**src/rtl/exception_ctrl_if.sv**
```systemverilog
// Groups the pipeline-side signals of the exception controller.
// The pipeline drives causes through the master modport; the controller answers through the slave modport.
interface exception_ctrl_if #(
    parameter int NUM_IRQ = 4
);
    logic               overflow;
    logic [31:0]        ex_pc;
    logic               undef_op;
    logic               eret;
    logic               id_valid;
    logic [31:0]        id_pc;
    logic [NUM_IRQ-1:0] irq;
    logic [NUM_IRQ-1:0] irq_mask;
    logic               Exception;
    logic               IF_Flush;
    logic               ID_Flush;
    logic               EX_Flush;
    logic               PC_Redirect;
    logic [31:0]        RedirectPC;
    logic [31:0]        EPC;
    logic [31:0]        Cause;
    logic               in_handler;

    // There is no valid/ready handshake: every cause is level-qualified, and the controller responds
    // in the same cycle through its flush/redirect outputs.
    modport master (
        output overflow, ex_pc, undef_op, eret, id_valid, id_pc, irq, irq_mask,
        input  Exception, IF_Flush, ID_Flush, EX_Flush, PC_Redirect, RedirectPC, EPC, Cause, in_handler
    );

    modport slave (
        input  overflow, ex_pc, undef_op, eret, id_valid, id_pc, irq, irq_mask,
        output Exception, IF_Flush, ID_Flush, EX_Flush, PC_Redirect, RedirectPC, EPC, Cause, in_handler
    );
endinterface

```
**src/rtl/exception_ctrl.sv**
```systemverilog
// Exception/interrupt entry and ERET return sequencing for the 5-stage pipeline.
// Holds EPC/Cause and drives the flush + PC redirect outputs combinationally.
module exception_ctrl #(
    parameter logic [31:0] HANDLER_ADDR = 32'h0000_0080,
    parameter int          NUM_IRQ      = 4
) (
    input  logic             clk,
    input  logic             rst,
    exception_ctrl_if.slave  bus,
    output logic             o_dbg_state
);
    typedef enum logic { S_RUN = 1'b0, S_HANDLER = 1'b1 } state_t;

    state_t             r_state;
    state_t             w_next;
    logic [31:0]        r_epc;
    logic [4:0]         r_exc;
    logic               r_nested;
    logic [NUM_IRQ-1:0] r_irq;

    logic               w_irq_pend;
    logic               w_take;
    logic [31:0]        w_epc_d;
    logic [4:0]         w_exc_d;
    logic               w_set_nested;
    logic               w_clr_nested;
    logic [31:0]        w_cause;

    assign w_irq_pend = |(bus.irq & bus.irq_mask);

    always_comb begin
        w_next          = r_state;
        w_take          = 1'b0;
        w_epc_d         = r_epc;
        w_exc_d         = r_exc;
        w_set_nested    = 1'b0;
        w_clr_nested    = 1'b0;
        bus.Exception   = 1'b0;
        bus.IF_Flush    = 1'b0;
        bus.ID_Flush    = 1'b0;
        bus.EX_Flush    = 1'b0;
        bus.PC_Redirect = 1'b0;
        bus.RedirectPC  = 32'h0;
        if (!rst) begin
            unique case (r_state)
                S_RUN: begin
                    if (bus.overflow) begin
                        w_take       = 1'b1;
                        bus.EX_Flush = 1'b1;
                        w_epc_d      = bus.ex_pc;
                        w_exc_d      = 5'd12;
                    end else if (bus.id_valid && (bus.undef_op || bus.eret)) begin
                        w_take  = 1'b1;
                        w_epc_d = bus.id_pc;
                        w_exc_d = 5'd10;
                    end else if (bus.id_valid && w_irq_pend) begin
                        // EPC points at the ID instruction so it re-executes after return
                        w_take  = 1'b1;
                        w_epc_d = bus.id_pc;
                        w_exc_d = 5'd0;
                    end
                    if (w_take) begin
                        bus.Exception   = 1'b1;
                        bus.IF_Flush    = 1'b1;
                        bus.ID_Flush    = 1'b1;
                        bus.PC_Redirect = 1'b1;
                        bus.RedirectPC  = HANDLER_ADDR;
                        w_next          = S_HANDLER;
                    end
                end
                S_HANDLER: begin
                    // Nested overflow only suppresses writeback; EPC/ExcCode keep the first cause
                    if (bus.overflow) begin
                        bus.EX_Flush = 1'b1;
                        w_set_nested = 1'b1;
                    end
                    if (bus.eret && bus.id_valid) begin
                        bus.IF_Flush    = 1'b1;
                        bus.PC_Redirect = 1'b1;
                        bus.RedirectPC  = r_epc;
                        w_clr_nested    = 1'b1;
                        w_next          = S_RUN;
                    end
                end
                default: w_next = S_RUN;
            endcase
        end
    end

    always_ff @(posedge clk) begin
        if (rst) begin
            r_state  <= S_RUN;
            r_epc    <= 32'h0;
            r_exc    <= 5'd0;
            r_nested <= 1'b0;
            r_irq    <= '0;
        end else begin
            r_state <= w_next;
            r_irq   <= bus.irq;
            if (w_take) begin
                r_epc <= w_epc_d;
                r_exc <= w_exc_d;
            end
            if (w_clr_nested) begin
                r_nested <= 1'b0;
            end else if (w_set_nested) begin
                r_nested <= 1'b1;
            end
        end
    end

    always_comb begin
        w_cause                = 32'h0;
        w_cause[31]            = r_nested;
        w_cause[8 +: NUM_IRQ]  = r_irq;
        w_cause[6:2]           = r_exc;
    end

    assign bus.EPC        = rst ? 32'h0 : r_epc;
    assign bus.Cause      = rst ? 32'h0 : w_cause;
    assign bus.in_handler = !rst && (r_state == S_HANDLER);
    assign o_dbg_state    = r_state;
endmodule
```
**src/flat_wrapper.sv**
```systemverilog
// flat-port wrapper written by rule: the top's interface ports become plain ports
module exception_ctrl_flat 
#(
    parameter logic [31:0] HANDLER_ADDR = 32'h0000_0080,
    parameter int          NUM_IRQ      = 4
)
  (clk, rst, o_dbg_state, bus_overflow, bus_ex_pc, bus_undef_op, bus_eret, bus_id_valid, bus_id_pc, bus_irq, bus_irq_mask, bus_Exception, bus_IF_Flush, bus_ID_Flush, bus_EX_Flush, bus_PC_Redirect, bus_RedirectPC, bus_EPC, bus_Cause, bus_in_handler);
  exception_ctrl_if #(.NUM_IRQ(NUM_IRQ)) bus_i ();
  input  logic clk;
  input  logic rst;
  output logic o_dbg_state;
  input wire logic [$bits(bus_i.overflow)-1:0] bus_overflow;
  input wire logic [$bits(bus_i.ex_pc)-1:0] bus_ex_pc;
  input wire logic [$bits(bus_i.undef_op)-1:0] bus_undef_op;
  input wire logic [$bits(bus_i.eret)-1:0] bus_eret;
  input wire logic [$bits(bus_i.id_valid)-1:0] bus_id_valid;
  input wire logic [$bits(bus_i.id_pc)-1:0] bus_id_pc;
  input wire logic [$bits(bus_i.irq)-1:0] bus_irq;
  input wire logic [$bits(bus_i.irq_mask)-1:0] bus_irq_mask;
  output wire logic [$bits(bus_i.Exception)-1:0] bus_Exception;
  output wire logic [$bits(bus_i.IF_Flush)-1:0] bus_IF_Flush;
  output wire logic [$bits(bus_i.ID_Flush)-1:0] bus_ID_Flush;
  output wire logic [$bits(bus_i.EX_Flush)-1:0] bus_EX_Flush;
  output wire logic [$bits(bus_i.PC_Redirect)-1:0] bus_PC_Redirect;
  output wire logic [$bits(bus_i.RedirectPC)-1:0] bus_RedirectPC;
  output wire logic [$bits(bus_i.EPC)-1:0] bus_EPC;
  output wire logic [$bits(bus_i.Cause)-1:0] bus_Cause;
  output wire logic [$bits(bus_i.in_handler)-1:0] bus_in_handler;
  assign bus_i.overflow = bus_overflow;
  assign bus_i.ex_pc = bus_ex_pc;
  assign bus_i.undef_op = bus_undef_op;
  assign bus_i.eret = bus_eret;
  assign bus_i.id_valid = bus_id_valid;
  assign bus_i.id_pc = bus_id_pc;
  assign bus_i.irq = bus_irq;
  assign bus_i.irq_mask = bus_irq_mask;
  assign bus_Exception = bus_i.Exception;
  assign bus_IF_Flush = bus_i.IF_Flush;
  assign bus_ID_Flush = bus_i.ID_Flush;
  assign bus_EX_Flush = bus_i.EX_Flush;
  assign bus_PC_Redirect = bus_i.PC_Redirect;
  assign bus_RedirectPC = bus_i.RedirectPC;
  assign bus_EPC = bus_i.EPC;
  assign bus_Cause = bus_i.Cause;
  assign bus_in_handler = bus_i.in_handler;
  exception_ctrl #(.HANDLER_ADDR(HANDLER_ADDR), .NUM_IRQ(NUM_IRQ)) u_core (.clk(clk), .rst(rst), .bus(bus_i), .o_dbg_state(o_dbg_state));
endmodule
```
**config.mk**
```make
export PLATFORM = sky130hd
export DESIGN_NAME = exception_ctrl_flat
export DESIGN_NICKNAME = d
export VERILOG_FILES = /design/src/rtl/exception_ctrl_if.sv /design/src/rtl/exception_ctrl.sv /design/src/flat_wrapper.sv
export SDC_FILE = /design/constraint.sdc
export NUM_CORES = 1
export LEC_CHECK = 0
export ABC_CLOCK_PERIOD_IN_PS = 5200
export CAP_MARGIN = 10
export CORE_UTILIZATION = 37
export DETAILED_ROUTE_END_ITERATION = 8
export GPL_TIMING_DRIVEN = 0
export PLACE_DENSITY = 0.95
export SYNTH_ARGS = -nofsm -noshare
export SYNTH_HDL_FRONTEND = slang
export SYNTH_SLANG_ARGS = --single-unit
```
**constraint.sdc**
```tcl
create_clock -name clk -period 5.2 [get_ports clk]
set_input_delay 1.3 -clock clk [delete_from_list [all_inputs] [get_ports clk]]
set_output_delay 1.3 -clock clk [all_outputs]
set_load 0.01 [all_outputs]
```
==> impl_metrics.csv, run 1 <==
group,metric,value,unit
synthesis,synth_edf_count,0,
grt,grt_pass1_wl,10700,um
setup_path,r2r_slack,3980,ps
setup_path,worstReg2RegStart,"u_core.o_dbg_state$_SDFF_PP0_",
synthesis,netlist.area_leader.share,33.5,%
sta,finalHoldViolCount,0,
layout,syn_to_final_growth,74.1,%
power_and_ir_drop,p_int,0.600,mW
worst_hold_path,hold-path-cell-count,2,
setup_path,worstSetupStartpointType,"input port",
cts,cts_tree,"yes",
sta,max_slew_margin,60.0,%
placed_design,place_ws,496,ps
cts,cts-buffers-inserted,5,
cts,cts.path.max_buffers,2,
cts,cts-root-buf,"clkbuf_8",
cts,cts_setup_buffers,0,
grt,grt_max_degree,12,
power_and_ir_drop,finalPower,0.824,mW
setup_path,arrival,3380,ps
power_and_ir_drop,switchingPower,0.225,mW
sta,finalCriticalPeriod,4680,ps
cts,htreeDepth,2,
floorplan,core,6390,um^2
sta,rsz0062_at_grt,"false",
power_and_ir_drop,p_per_area,193,nW/um^2
placed_design,io_buffers,155,
layout,fin_nets,540,
floorplan,die_h,83.4,um
sta,maxSlewViolCount,0,
setup_path,end_kind,"output port",
sta,tns,0,ps
route,antenna_left,0,
worst_hold_path,min_from,"u_core.r_exc[3]$_SDFFE_PP0P_",
sta,min_period_over_period,89.9,%
grt,grt_use_met2,36.7,%
floorplan,dieWidth,83.4,um
worst_hold_path,min_path_type,"flop to flop",
run_status,status,"finished, final reports clean",
setup_path,r2r-end,"u_core.r_exc[1]$_SDFFE_PP0P_",
placed_design,dp_hpwl,5650,um
route,wl_per_cell,12.9,um
sta,max_freq,214,MHz
setup_path,critPathRequiredTime,3900,ps
route,vias,2384,
sta,finalWorstSetupSlack,524,ps
cts,cts_sinks,41,
synthesis,postSynth.asyncResetShare,0,%
floorplan,die_area,6950,um^2
synthesis,synth.most_common_cell,"mux2i_1",
setup_path,worstSetupPathType,"input port to output port",
synthesis,syn_area_per_cell,8.84,um^2
power_and_ir_drop,peakVddDrop,130,uV
synthesis,synth-seq-cells,41,
route,viasPerCell,4.41,
synthesis,yosys.area.top_type,"dfxtp_1",
route,drcViolationCount,0,
grt,grt_usage,19.3,%
grt,use_met3,5.27,%
cts,postCtsHoldBufs,0,
floorplan,start_util,38.3,%
sta,skew,8.56,ps
synthesis,synth_warnings,0,
sta,holdWs,500,ps
grt,antenna_found_initial,0,
power_and_ir_drop,cellLeakagePower,2.02,nW
synthesis,synthTopCellsByCount,"mux2i_1, dfxtp_1, inv_1",
synthesis,postSynthCellCount,277,
power_and_ir_drop,p_comb_share,32.3,%
power_and_ir_drop,seqPwrFrac,43.0,%
layout,drive_gt1_share,9.29,%
cts,clk_pin_slew,80,ps
floorplan,ios,181,
synthesis,yosys_most_used_dff,"dfxtp_1",
sta,worst_slew_pin_slew,600,ps
synthesis,yosysSeqAreaShare,33.5,%
synthesis,synth_cell_types,25,
grt,grt.busiest_layer,"met2",
grt,globalRouteMet1Util,20.9,%
route,dr.pass1.iters,4,
synthesis,synth_area_leaders,"dfxtp_1, mux2i_1, nand2b_1",
route,wl,6940,um
cts,cts-resized-gates,0,
setup_path,crit_path_max_fanout,10,
setup_path,reg2reg_depth,3,
layout,fin_cells,540,
synthesis,synth_area,2450,um^2
placed_design,gp_congestion,0.721,
placed_design,dp_cells,532,
sta,setup_violations,0,
grt,grt_pass1_vias,2261,
grt,gr-total-overflow,0,
power_and_ir_drop,power_frac_clock,24.8,%
floorplan,fp-row-count,29,
cts,clock_latency,290,ps
layout,num_antenna_cells,0,
worst_hold_path,hold_path_end,"u_core.r_exc[3]$_SDFFE_PP0P_",
route,drt_iter0_drc,52,
run,drv_cap,0,
power_and_ir_drop,swShare,27.2,%
[cell type report]
| class | instances | area, um^2 |
|---|---|---|
| fill | 500 | 2120 |
| timing repair buffer | 155 | 1550 |
| multi-input combinational | 183 | 1270 |
| sequential | 41 | 821 |
| buffer | 42 | 317 |
| inverter | 34 | 128 |
| tap | 77 | 96.3 |
| clock buffer | 8 | 80.1 |
[cells by family (layout without fill, tap and decap cells)]
group | Yosys count | in the layout | share of synthesized area (%)
simple gates | 82 | 82 | 17.6
buf+inv | 76 | 239 | 18.1
mux | 66 | 66 | 27.0
flops | 41 | 41 | 33.5
compound gates | 11 | 11 | 3.58
other cells | 1 | 24 | 0.153
[power groups by stage]
stage	Combinational, mW	Sequential (mW)	Clock, mW
2_1_floorplan	0.137	0.360	0
3_3_place_gp	0.260	0.360	0
3_5_place_dp	0.267	0.362	0
4_1_cts	0.268	0.355	0.207
5_1_grt	0.285	0.357	0.221
6_report	0.266	0.354	0.204
[metal layers]
metal  vias up  share of wire [%]
met5         -                  0
li1       1193                  -
met1      1075                 41
met3         4                8.0
met2       112                 51
met4         0               0.73
[stage by stage]
step           cell area [um^2]  utilization (%)
2_1_floorplan              2530                -
6_report                   4260             66.8
4_1_cts                    4260             66.8
3_5_place_dp               4180             65.5
3_3_place_gp               4180             65.5
5_1_grt                    4260             66.8
[how the worst max path moves through the flow]
stage / startpoint / to
after detailed placement: rst / bus_PC_Redirect
after CTS: rst / bus_PC_Redirect
after floorplan: bus_irq[0] / bus_ID_Flush
after global routing: rst / bus_PC_Redirect
final: rst / bus_PC_Redirect
after global placement: rst / bus_PC_Redirect
[sequential cells by signal (all words and copies together), names as in the netlist]
signal	count
u_core.r_irq	4
u_core.r_exc	3
u_core.o_dbg_state	1
u_core.r_nested	1
u_core.r_epc	32
[cell usage in the layout, fill, tap and decap left out, drive strengths merged]
cell             n
mux2i           65
o21ai            1
inv             34
o21a             1
buf             34
a211oi           1
clkdlybuf4s50  155
conb            24
nor2            33
clkbuf          16
a311oi           1
dfxtp           41
nand3            1
nor2b           13
and3             1
o22ai            1
a21o             1
nand2b          33
a21oi            2
a22o             3
nor3             1
mux2             1
[critical path, stage by stage]
cell and delay, ps:
clkdlybuf4s50_1 570, clkbuf_1 360, clkbuf_1 400, a21oi_1 110, buf_4 150, clkdlybuf4s50_1 480
No activity file was read; power rests on OpenSTA's default activity.
==> run 2: changes to the inputs <==
Settings changed: HOLD_SLACK_MARGIN from default to 0.08.
==> results of run 2 <==
Same layout as run 1: the final DEF is identical, and so are final timing and power.
==> run 3: changes to the inputs <==
Settings changed: CORE_MARGIN from default to 4, PLACE_DENSITY 0.95 to 0.85.
==> run 3 against run 2 <==
Compared with the run above: flip-flop and latch count stayed put; first-iteration DRC count rose by 48%; sequential power hardly changed; final area grew 0.85%; utilization increased by 0.57 points; cell count stayed put.
==> impl_metrics.csv, run 3 (synthesis results as in run 1) <==
group,metric,value,unit
placed_design,dp_cells,532,
floorplan,core,6390,um^2
sta,tns,0,ps
placed_design,place_ws,524,ps
floorplan,dieWidth,89.4,um
power_and_ir_drop,p_per_area,204,nW/um^2
floorplan,start_util,38.3,%
setup_path,startpoint,"rst",
power_and_ir_drop,switchingPower,0.218,mW
layout,final_cell_mix,"clkdlybuf4s50_1, mux2i_1, dfxtp_1",
power_and_ir_drop,swShare,24.8,%
sta,worst_slew_pin_slew,575,ps
sta,max_freq,215,MHz
setup_path,worstSetupPathType,"input port to output port",
cts,cts.path.max_buffers,2,
layout,fillCellCount,527,
cts,cts_setup_buffers,0,
cts,clock_latency,280,ps
route,wl,7280,um
setup_path,worstReg2RegStart,"u_core.o_dbg_state$_SDFF_PP0_",
layout,largestRegisters,"u_core.r_epc (32), u_core.r_irq (4), u_core.r_exc (3)",
sta,maxSlewViolCount,0,
grt,grt_pass1_wl,11000,um
sta,holdWs,494,ps
placed_design,io_buffers,155,
sta,finalWorstSetupSlack,545,ps
layout,syn_to_final_growth,75.6,%
worst_hold_path,min_path_type,"flop to flop",
layout,largest_reg_flops,32,
cts,postCtsHoldBufs,0,
power_and_ir_drop,p_int,0.661,mW
grt,grt_pass1_vias,2359,
layout,fin_cells,540,
layout,num_antenna_cells,0,
layout,largest-register,"u_core.r_epc",
floorplan,die_area,7980,um^2
grt,grt_max_degree,13,
cts,cts-root-buf,"clkbuf_8",
route,drt_iter0_drc,77,
grt,antenna_found_initial,0,
cts,cts-buffers-inserted,5,
sta,skew,6.76,ps
sta,max_slew_margin,61.6,%
power_and_ir_drop,seqPwrFrac,40.3,%
cts,htreeDepth,2,
sta,rsz0062_at_grt,"false",
run_status,status,"finished, final reports clean",
route,vias,2358,
sta,setup_violations,0,
layout,fin_area,4300,um^2
power_and_ir_drop,cellLeakagePower,2.04,nW
cts,cts_tree,"yes",
setup_path,r2r_slack,3990,ps
setup_path,critPathRequiredTime,3900,ps
worst_hold_path,min_from,"u_core.r_exc[3]$_SDFFE_PP0P_",
sta,min_period_over_period,89.5,%
route,drcViolationCount,0,
placed_design,dp_hpwl,6100,um
floorplan,die_h,89.4,um
sta,finalHoldViolCount,0,
sta,finalCriticalPeriod,4650,ps
grt,grt_usage,17.8,%
cts,cts_sinks,41,
grt,gr-total-overflow,0,
setup_path,crit_path_max_fanout,10,
layout,layout_commonest_cell,"clkdlybuf4s50_1",
floorplan,ios,181,
setup_path,end_kind,"output port",
power_and_ir_drop,finalPower,0.879,mW
power_and_ir_drop,p_comb_share,30.1,%
route,wl_per_cell,13.5,um
route,viasPerCell,4.37,
layout,fin_nets,540,
placed_design,gp_congestion,0.753,
cts,cts-resized-gates,0,
floorplan,fp-row-count,29,
route,antenna_left,0,
setup_path,arrival,3350,ps
cts,clk_pin_slew,80,ps
power_and_ir_drop,power_frac_clock,29.6,%
power_and_ir_drop,peakVddDrop,113,uV
run,drv_cap,0,
route,dr.pass1.iters,4,
setup_path,worstSetupStartpointType,"input port",
layout,fin_util,67.3,%
placed_design,dpl_cell_area,4180,um^2
layout,drive_gt1_share,9.72,%
-- run 3: layout make-up --
cell class / count / area, um^2 / area share [%]
timing repair buffer: 155 / 1550 / 36.1
clock buffer: 7 / 86.3 / 2.01
multi-input combinational: 183 / 1270 / 29.5
buffer: 42 / 317 / 7.36
clock inverter: 1 / 30.0 / 0.698
sequential: 41 / 821 / 19.1
inverter: 34 / 128 / 2.97
tap: 77 / 96.3 / 2.24
-- run 3: worst max-delay path, stage by stage --
cell	delay [ps]
clkdlybuf4s50_1	580
clkbuf_1	350
clkbuf_1	380
a21oi_1	110
buf_4	150
clkdlybuf4s50_1	470
-- run 3: worst paths after layout --
path,endpoint,cells past startpoint
worst max register to register,u_core.r_exc[1]$_SDFFE_PP0P_,3
worst min-delay path,u_core.r_exc[3]$_SDFFE_PP0P_,2
worst min register to register,u_core.r_exc[3]$_SDFFE_PP0P_,2
worst max-delay path,bus_PC_Redirect,6
-- run 3: power by group through the flow --
stage	combinational, mW	clock [mW]	sequential (mW)
2_1_floorplan	0.137	0	0.360
3_3_place_gp	0.261	0	0.361
3_5_place_dp	0.266	0	0.362
4_1_cts	0.267	0.269	0.354
5_1_grt	0.288	0.283	0.357
6_report	0.264	0.260	0.354
-- run 3: routing by layer --
layer / share of wire (%) / global-route usage [%] / vias to the layer above
li1: - / - / 1196
met1: 38 / 20.9 / 1056
met2: 51 / 31.6 / 102
met3: 10 / 6.18 / 4
met4: 0.56 / 2.84 / 0
met5: 0 / 0 / -
